==> src/rtl/distribuidor_papeis.sv <==
// rtl/distribuidor_papeis.sv - deals werewolf/seer roles to 8 players from an LFSR-driven candidate stream.
// Optional seer stage is built when the macro VIDENTE_EN is defined.
module distribuidor_papeis #(
  parameter int N_LOBOS = 2
) (
  input  logic       clock,
  input  logic       reset,
  input  logic       inicia,
  input  logic [7:0] seed,
  input  logic [2:0] consulta_idx,
  output logic [1:0] papel,
  output logic [7:0] mascara_lobos,
  output logic       ocupado,
  output logic       pronto,
  output logic [2:0] db_estado
);

  typedef enum logic [2:0] {
    OCIOSO          = 3'd0,
    LIMPA           = 3'd1,
    SORTEIA_LOBO    = 3'd2,
    SORTEIA_VIDENTE = 3'd3,
    PRONTO          = 3'd4
  } estado_t;

  localparam logic [1:0] ALDEAO = 2'd0;
  localparam logic [1:0] LOBO   = 2'd1;
`ifdef VIDENTE_EN
  localparam logic [1:0] VIDENTE = 2'd2;
`endif
  localparam logic [2:0] ULTIMO_LOBO = 3'(N_LOBOS - 1);

  estado_t    estado;
  estado_t    estado_n;
  logic [1:0] papeis [8];
  logic [2:0] cont_lobos;
  logic [7:0] lfsr;
  logic [7:0] lfsr_prox;
  logic [2:0] candidato;
  logic       livre;

  assign lfsr_prox = {lfsr[6:0], lfsr[7] ^ lfsr[5] ^ lfsr[4] ^ lfsr[3]};
  assign candidato = lfsr[2:0];
  assign livre     = (papeis[candidato] == ALDEAO);

  assign papel = papeis[consulta_idx];

  always_comb begin
    mascara_lobos = '0;
    for (int i = 0; i < 8; i++) begin
      mascara_lobos[i] = (papeis[i] == LOBO);
    end
  end

  always_comb begin
    estado_n = estado;
    case (estado)
      OCIOSO: if (inicia) estado_n = LIMPA;
      LIMPA:  estado_n = SORTEIA_LOBO;
      SORTEIA_LOBO: begin
        // Leave on the very cycle the last werewolf is written.
        if (livre && cont_lobos == ULTIMO_LOBO) begin
`ifdef VIDENTE_EN
          estado_n = SORTEIA_VIDENTE;
`else
          estado_n = PRONTO;
`endif
        end
      end
`ifdef VIDENTE_EN
      SORTEIA_VIDENTE: if (livre) estado_n = PRONTO;
`endif
      PRONTO: if (inicia) estado_n = LIMPA;
      default: estado_n = OCIOSO;
    endcase
  end

  always_ff @(posedge clock) begin
    if (reset) begin
      estado     <= OCIOSO;
      cont_lobos <= '0;
      lfsr       <= 8'h01;
      pronto     <= 1'b0;
      ocupado    <= 1'b0;
      db_estado  <= 3'd0;
      for (int i = 0; i < 8; i++) papeis[i] <= ALDEAO;
    end else begin
      estado    <= estado_n;
      pronto    <= (estado_n == PRONTO);
      ocupado   <= (estado_n == LIMPA) || (estado_n == SORTEIA_LOBO) ||
                   (estado_n == SORTEIA_VIDENTE);
      db_estado <= estado_n;
      case (estado)
        LIMPA: begin
          for (int i = 0; i < 8; i++) papeis[i] <= ALDEAO;
          cont_lobos <= '0;
          // An all-zero seed would lock the LFSR.
          lfsr       <= (seed == 8'h00) ? 8'h01 : seed;
        end
        SORTEIA_LOBO: begin
          lfsr <= lfsr_prox;
          if (livre) begin
            papeis[candidato] <= LOBO;
            cont_lobos        <= cont_lobos + 3'd1;
          end
        end
`ifdef VIDENTE_EN
        SORTEIA_VIDENTE: begin
          lfsr <= lfsr_prox;
          if (livre) papeis[candidato] <= VIDENTE;
        end
`endif
        default: ;
      endcase
    end
  end

endmodule

==> config.mk <==
export PLATFORM = sky130hd
export DESIGN_NAME = distribuidor_papeis
export DESIGN_NICKNAME = d
export VERILOG_FILES = /design/src/rtl/distribuidor_papeis.sv
export SDC_FILE = /design/constraint.sdc
export NUM_CORES = 1
export LEC_CHECK = 0
export CORE_ASPECT_RATIO = 0.5
export CORE_UTILIZATION = 51
export CTS_CLUSTER_SIZE = 12
export DETAILED_ROUTE_END_ITERATION = 7
export PLACE_DENSITY_LB_ADDON = 0.08
export SLEW_MARGIN = 20
export SYNTH_ARGS = -nofsm -noshare
export SYNTH_HDL_FRONTEND = slang
export SYNTH_SLANG_ARGS = --single-unit
export TNS_END_PERCENT = 100
==> constraint.sdc <==
create_clock -name clock -period 2.2 [get_ports clock]
set_clock_uncertainty 0.15 [all_clocks]
set_input_delay 0.33 -clock clock [delete_from_list [all_inputs] [get_ports clock]]
set_output_delay 0.33 -clock clock [all_outputs]
set_load 0.1 [all_outputs]
Yosys cells after proc, flatten, opt, wreduce, memory -nomap -nowiden
Memory sizes are Yosys's and may differ from the RTL's. A register that Yosys moved wholly into a read port is not among the register bits.
Cells that the tools add are included.
{"block": "totals", "ramBits": 8, "n_memories": 1, "out_inout_bits": 15, "ff_bits": 16}
{"name": "papeis", "words": 8, "word_bits": 1, "rd": 10, "rd_clocked_by_memory_dff": 1, "write_ports": 8, "line_no": "35", "source": "logic [1:0] papeis [8];"}
{"block": "classes", "n_addsub": 1, "reduce_logical": 10, "n_eq_ne": 17, "n_mux": 29, "bitwise_logic": 11}
{"op": "1-bit 2-to-1 mux", "n": 19}
{"op": "3-bit 2-to-1 mux", "n": 6}
{"op": "2-bit by 1-bit equality test with 1-bit output (second input constant)", "n": 8}
{"op": "8-bit case mux with 2 select lines", "n": 1}
{"op": "3-bit by 1-bit equality test with 1-bit output (second input constant)", "n": 3}
{"op": "3-bit by 2-bit equality test with 1-bit output (second input constant)", "n": 3}
{"op": "3-bit case mux with 3 select lines", "n": 1}
{"op": "8-bit zero test", "n": 1}
{"op": "8-bit 2-to-1 mux", "n": 1}
{"op": "1-bit bitwise OR", "n": 8}
{"op": "3-bit equality test (second input constant)", "n": 2}
{"op": "3-bit case mux with 2 select lines", "n": 1}
{"op": "3-bit by 1-bit adder with 3-bit output (second input constant)", "n": 1}
{"op": "3-bit zero test", "n": 1}
{"op": "1-bit bitwise XOR", "n": 3}
{"op": "2-bit zero test", "n": 1}
{"op": "1-bit logical OR", "n": 2}
{"op": "2-bit inequality test (second input constant)", "n": 1}
{"op": "2-bit AND reduction", "n": 1}
{"op": "2-bit nonzero test", "n": 1}
{"op": "2-bit OR reduction", "n": 1}
{"op": "1-bit logical AND", "n": 1}
{"op": "1-bit OR reduction", "n": 1}

Depth between registers and ports, before layout
Gate-level depths: netlist of run 1.
{"block": "depth", "depth_word": 7, "ltp_mapped": 6, "ltp_nobuf": 6}

Worst setup path before layout of run 1
No wires, ideal clock.
{"block": "synth_path", "kind": "register -> register", "from": "reg estado[0]", "to": "mem papeis[7] (netlist name)", "setup_time_ps": 117, "slack_ps": -59, "n_path_buf": 2, "required_ps": 1933, "arrival_time_ps": 1992, "path_stages_with_launch": 7, "path_cell_list": "dfxtp_1 buf_4 nor2_1 and3_1 buf_4 and4_1 a22o_2"}
{"element": "start: declaration", "line_no": "33", "source": "estado_t estado;"}
{"element": "start signal: assignment", "line_no": "88", "source": "estado <= estado_n;"}
{"element": "end: declaration", "line_no": "35"}

Final worst setup path of run 1
{"block": "layout_path", "from": "in consulta_idx[1]", "to": "out papel[0]"}
{"block": "layout_between", "elab_chain_cells": 1}
{"element": "start: declaration", "line_no": "10", "source": "input logic [2:0] consulta_idx,"}
{"element": "memory 8 x 1 bit"}
{"element": "end: declaration", "line_no": "11", "source": "output logic [1:0] papel,"}
Every way passes these cells.

==> results of run 1 <==
## worst min path at each step
stage	slack [ns]	endpoint	depth (start not counted)
floorplan	0.29	cont_lobos[2]	2
global placement	0.31	cont_lobos[2]	2
detailed placement	0.32	lfsr[7]	2
CTS	0.34	lfsr[7]	2
global route	0.36	cont_lobos[1]	2
finish	0.33	lfsr[7]	2
## worst max-delay path, delay by kind of cell
| family | cells | cell delay (ns) |
|---|---|---|
| muxes | 2 | 0.59 |
| buffers and inverters | 2 | 0.67 |
## area by class of cell
cell class | count | area [sq um]
flip-flops and latches | 27 | 543
clock inverters | 1 | 7.51
repair buffers | 31 | 289
fillers | 235 | 941
clock buffers | 3 | 41.3
inverters | 3 | 11.3
multi-input cells | 106 | 788
well taps | 37 | 46.3
## power groups by stage
stage | Combinational [mW] | Sequential (mW) | Clock [mW]
after CTS | 0.379 | 0.599 | 0.300
after floorplan | 0.280 | 0.624 | 0
after global routing | 0.409 | 0.608 | 0.321
final | 0.378 | 0.598 | 0.290
after detailed placement | 0.379 | 0.610 | 0
after global placement | 0.374 | 0.608 | 0
## metal layers
| layer | track usage | part of all wire |
|---|---|---|
| met5 | 0 | 0 |
| met1 | 0.262 | 0.49 |
| met4 | 0.0278 | 0.0041 |
| met3 | 0.0523 | 0.068 |
| met2 | 0.358 | 0.43 |
## placed cells by master (no fill, tap or decap), types with 2 or more instances in the layout
cell type,Yosys,final
mux2i_1,6,6
or3_1,3,3
o22ai_1,2,2
mux4_2,2,2
ha_1,2,2
nor3_1,3,3
nand2_1,16,16
clkdlybuf4s50_1,0,12
clkbuf_8,0,3
inv_1,3,3
dfxtp_1,27,25
nor2_1,13,13
o21a_1,2,2
xnor2_1,4,4
nor3b_1,3,3
a32o_1,4,4
nand3_1,2,2
buf_12,0,2
and3_1,2,2
and2b_1,2,2
o31ai_1,2,2
dfxtp_2,0,2
a311oi_1,5,5
and4b_1,2,2
nand2b_1,2,2
a211oi_1,3,3
a21oi_1,4,4
a22o_2,3,3
buf_4,14,16
nor2b_1,2,2
## metrics by stage
step           setup TNS, ns  utilization  hold slack [ns]  cell area [sq um]
2_1_floorplan              0            -            0.294               1470
3_3_place_gp         -0.0948        0.629            0.306               1680
3_5_place_dp          -0.121        0.629            0.321               1680
4_1_cts                    0        0.647            0.336               1730
5_1_grt                    0        0.647            0.364               1730
6_report                   0        0.647            0.332               1730
## kinds of logic (layout without fill, tap and decap cells)
| group | count (synthesis) | after routing | share of synthesized area |
|---|---|---|---|
| and+or+nand+nor | 57 | 57 | 0.210 |
| AOI/OAI and AO/OA | 32 | 32 | 0.194 |
| DFF | 27 | 27 | 0.368 |
| buffers and inverters | 22 | 38 | 0.0954 |
| muxes | 10 | 10 | 0.0894 |
| xor gates and xnor gates | 4 | 4 | 0.0238 |
| adders and majority gates | 2 | 2 | 0.0170 |
| other | 1 | 1 | 0.00255 |
==> results by group, run 1 <==
Run status
  • Outcome: completed

Yosys
  • Flip-flop and latch count after synthesis: 27
  • Synth top area share: 0.368
  • Fraction of registers with async set/reset: 0
  • Syn avg cell area: 9.48 sq um
  • Post-Syn Area: 1470 sq um
  • Top FF cell, synth: dfxtp_1
  • Most area-hungry cell type in the Yosys netlist: dfxtp_1
  • Count of unique library cells instantiated by Yosys: 46
  • Syn Inst Count: 155
  • Synth cell count leaders: 27 x dfxtp_1, 16 x nand2_1, 14 x buf_4
  • Register area share after synthesis: 0.368
  • Ys Warns: 0
  • Syn nets: 171
  • EDFF count, synth: 0
  • Area contributors post-synth: dfxtp_1 37%, buf_4 7.2%, mux2i_1 4.1%, nand2_1 4.1%, nor2_1 3.3%
  • Count leader, synth: dfxtp_1

Global routing
  • GR Util All Layers: 0.201
  • GR Overflow Total: 0
  • Number of global-route vias before repair: 986
  • First-pass GRT wire length: 4660 um
  • Pin count of the biggest net entering global routing: 17
  • Initial antenna violation count: 0

Clocking
  • Post-cts repair resize count: 1
  • Worst-Skew Late Latency: 0.27 ns
  • # hold bufs at CTS: 0
  • Post-CTS setup buffer count: 0
  • CTS sink cnt: 27
  • Worst-path clk slew: 0.10 ns
  • Max clock buf depth: 2
  • TritonCTS clock tree: yes
  • Clk root buf: clkbuf_8
  • Cts bufs inserted: 3
  • Number of H-tree levels: 1

Power and ir drop
  • Leakage: 0.679 nW
  • Logic gate share of total power: 0.299
  • Clock power frac: 0.229
  • Peak supply drop: 0.416 mV
  • Final total power: 1.27 mW
  • Switching share of power: 0.354
  • Internal power: 0.818 mW
  • P_sw: 0.449 mW
  • Share of power burned in registers: 0.472
  • PwrDens: 734 nW/um^2

Finish
  • Layout cells sized above 1: 0.222
  • Nets: 188
  • Ant. Diodes: 0
  • Area growth from synthesis to layout: 17.5%
  • Non-Filler Instances: 208

STA
  • Fmax: 482 MHz
  • RSZ-0062 raised after global routing: false
  • Final WS setup: 0.126 ns
  • Min cycle time layout: 2.07 ns
  • Final Hold Viols: 0
  • Pins Over Slew Limit: 0
  • Final setup fails: 0
  • Period utilization: 0.943

Placed design
  • HPWL Detailed: 2120 um
  • Pre-CTS worst setup slack: -0.121 ns
  • I/O Buffers: 27
  • Routability cong.: 0.739
  • Placed cells: 204

Routing
  • WL final: 2900 um
  • Initial drt markers: 29
  • Via density: 5.42
  • Number of nets with antenna violations after routing: 0
  • WL per Instance: 13.9 um
  • DR DRC count: 0
  • Total number of vias: 1127
  • Initial DRT Pass Iterations: 4

Flow run
  • Max-cap violations: 0

Critical path
  • CP peak stage delay: 0.50 ns
  • Critical Path AT: 1.59 ns
  • Crit path from: consulta_idx[1]
  • Setup crit start kind: input port
  • Slowest cell on the critical path: clkdlybuf4s50_1
  • R2R depth: 5
  • Critical Path End: papel[0]
  • CP cell instances: clkdlybuf4s50_1 -> mux4_2 -> mux2_2 -> buf_12
  • Worst r2r src: estado[1]
  • Crit. End Element: primary output
  • CP Class: in -> out
  • CP max FO: 2
  • Req. time, crit path: 1.72 ns
  • R2R setup slack: 0.44 ns

Die
  • Starting density of the core: 0.551
  • Chip Width: 77.9 um
  • Die ar.: 3110 sq um
  • Die H: 40.0 um
  • Core Box Area: 2670 sq um
  • Cell Rows: 13
  • Ports: 29

Min path
  • Hold_sp: lfsr[6]
  • Worst Hold Class: reg -> reg
(Power assumes the default switching activity.)
==> run 2, diff against run 1 <==
- GPL_TIMING_DRIVEN: unset -> 0
==> run 2 against run 1 <==
Clock power barely moved. Clock-buffer cell count did not move. Register-to-register slack improved by 0.04 ns. Sequential share of layout area fell by 1.6 points. Routed wire length rose by 1.9%. Setup slack got worse by 0.055 ns. Global-route usage rose by 0.34 points. Critical path depth fell by 2. Sequential power fell by 4.7%. Final cell count rose by 7.2%. Fmax fell by 2.6%. Critical path type is now reg -> out. Critical endpoint is now mascara_lobos[0]. Largest power group unchanged.
==> results by group, run 2 (synthesis gave the netlist of run 1 again) <==
Global routing
  • Met2 Track Usage GR: 0.356
  • Number of global-route vias before repair: 1023
  • Global routing usage on met3: 0.0614
  • Pin count of the biggest net entering global routing: 17
  • GR Overflow Total: 0
  • Met1 usage: 0.252
  • Initial antenna violation count: 0
  • Gr busiest metal: met2
  • First-pass GRT wire length: 4660 um
  • GR Util All Layers: 0.205

Clocking
  • Max clock buf depth: 2
  • Clk root buf: clkbuf_8
  • Worst-path clk slew: 0.09 ns
  • CTS sink cnt: 27
  • Worst-Skew Late Latency: 0.27 ns
  • Cts bufs inserted: 3
  • Number of H-tree levels: 1
  • TritonCTS clock tree: yes

Finish
  • Final Cell Area: 1820 sq um
  • Post-layout utilization of the core: 0.682
  • Layout cells sized above 1: 0.210
  • # fillers: 219
  • Ant. Diodes: 0
  • Nets: 203
  • Most frequent cells in the layout: 25 x dfxtp_1, 16 x nand2_1, 14 x buf_4, 14 x dlygate4sd2_1, 13 x nor2_1
  • Commonest non-fill, non-tap cell in the layout: dfxtp_1
  • Area growth from synthesis to layout: 23.9%

STA
  • Fmax: 470 MHz
  • Final setup fails: 0
  • Period utilization: 0.968
  • Pins Over Slew Limit: 0
  • RSZ-0062 raised after global routing: false
  • Worst slew pin tran: 0.965 ns
  • Final WS setup: 0.0707 ns
  • Hold slack: 0.332 ns
  • Slew HR: 0.359
  • Final Hold Viols: 0
  • Min cycle time layout: 2.13 ns

Placed design
  • DP Area: 1790 sq um
  • Pre-CTS worst setup slack: -0.890 ns
  • Routability cong.: 0.755
  • I/O Buffers: 27
  • HPWL Detailed: 2190 um

Critical path
  • Crit. End Element: primary output
  • CP Class: reg -> out
  • Critical Path AT: 1.65 ns
  • Req. time, crit path: 1.72 ns
  • CP max FO: 4
  • Setup crit start kind: flip-flop

Routing
  • Initial DRT Pass Iterations: 7
  • Number of nets with antenna violations after routing: 0
  • WL per Instance: 13.2 um
  • DR DRC count: 0
  • Via density: 5.32
  • Initial drt markers: 58
  • WL final: 2950 um
  • Total number of vias: 1187

Power and ir drop
  • Leakage: 0.782 nW
  • Peak supply drop: 0.409 mV
  • PwrDens: 701 nW/um^2

Die
  • Cell Rows: 13
  • Ports: 29
  • Die ar.: 3110 sq um
  • Starting density of the core: 0.551
  • Core Box Area: 2670 sq um
  • Die H: 40.0 um
  • Chip Width: 77.9 um

Flow run
  • Max-cap violations: 0

Min path
  • Worst Hold Class: reg -> reg

Run status
  • Outcome: completed
run 2: changes by cell type in the layout (fill, tap and decap cells not counted):
cell	before	now
clkbuf_2	0	1
dlygate4sd2_1	1	14
buf_4	16	14
buf_12	2	0
clkbuf_1	0	1
buf_2	0	3
buf_6	0	1
run 2: report_power, final:
part	internal, mW	leakage (nW)	total [mW]	switching, mW
sequential	0.534	0.221	0.570	0.0360
clock	0.129	0.0217	0.288	0.159
combinational	0.160	0.539	0.418	0.258
total	0.823	0.782	1.28	0.453
run 2: critical path, stage by stage, from the launching register on:
cell and delay, ns:
dfxtp_1 0.40, buf_4 0.13, dlygate4sd2_1 0.84
run 2: final cells by class:
class,instances,area (sq um),area share
sequential,27,543,0.298
tap,37,46.3,0.0254
multi-input combinational,106,788,0.433
clock buffer,3,41.3,0.0227
buffer,19,129,0.0708
inverter,3,11.3,0.00619
timing repair buffer,27,254,0.140
clock inverter,1,7.51,0.00412
run 2: repair_timing:
item	in CTS	in global routing
hold buffers	0	0
setup endpoints to repair	14	0
gates resized for setup	21	0
setup buffers	0	0
run 2: per-layer routing:
layer	routed length (um)	share of wire
met5	0	0
met4	29	0.0098
met1	1490	0.51
met3	200	0.068
met2	1230	0.42
run 2: final timing paths:
path                               startpoint               end  slack [ns]  cells past startpoint
worst min-delay path            cont_lobos[2]     cont_lobos[2]        0.33                      2
worst max-delay path                papeis[0]  mascara_lobos[0]        0.07                      2
worst min register to register  cont_lobos[2]     cont_lobos[2]        0.33                      2
worst max register to register      estado[0]         flip-flop        0.48                      4
run 2: metrics by stage:
stage               total power, mW  TNS, ns  cells
floorplan                     0.904        0    155
global placement              0.995   -0.869    219
detailed placement             1.00   -0.890    219
CTS                            1.28        0    223
global route                   1.35        0    223
finish                         1.28        0    223
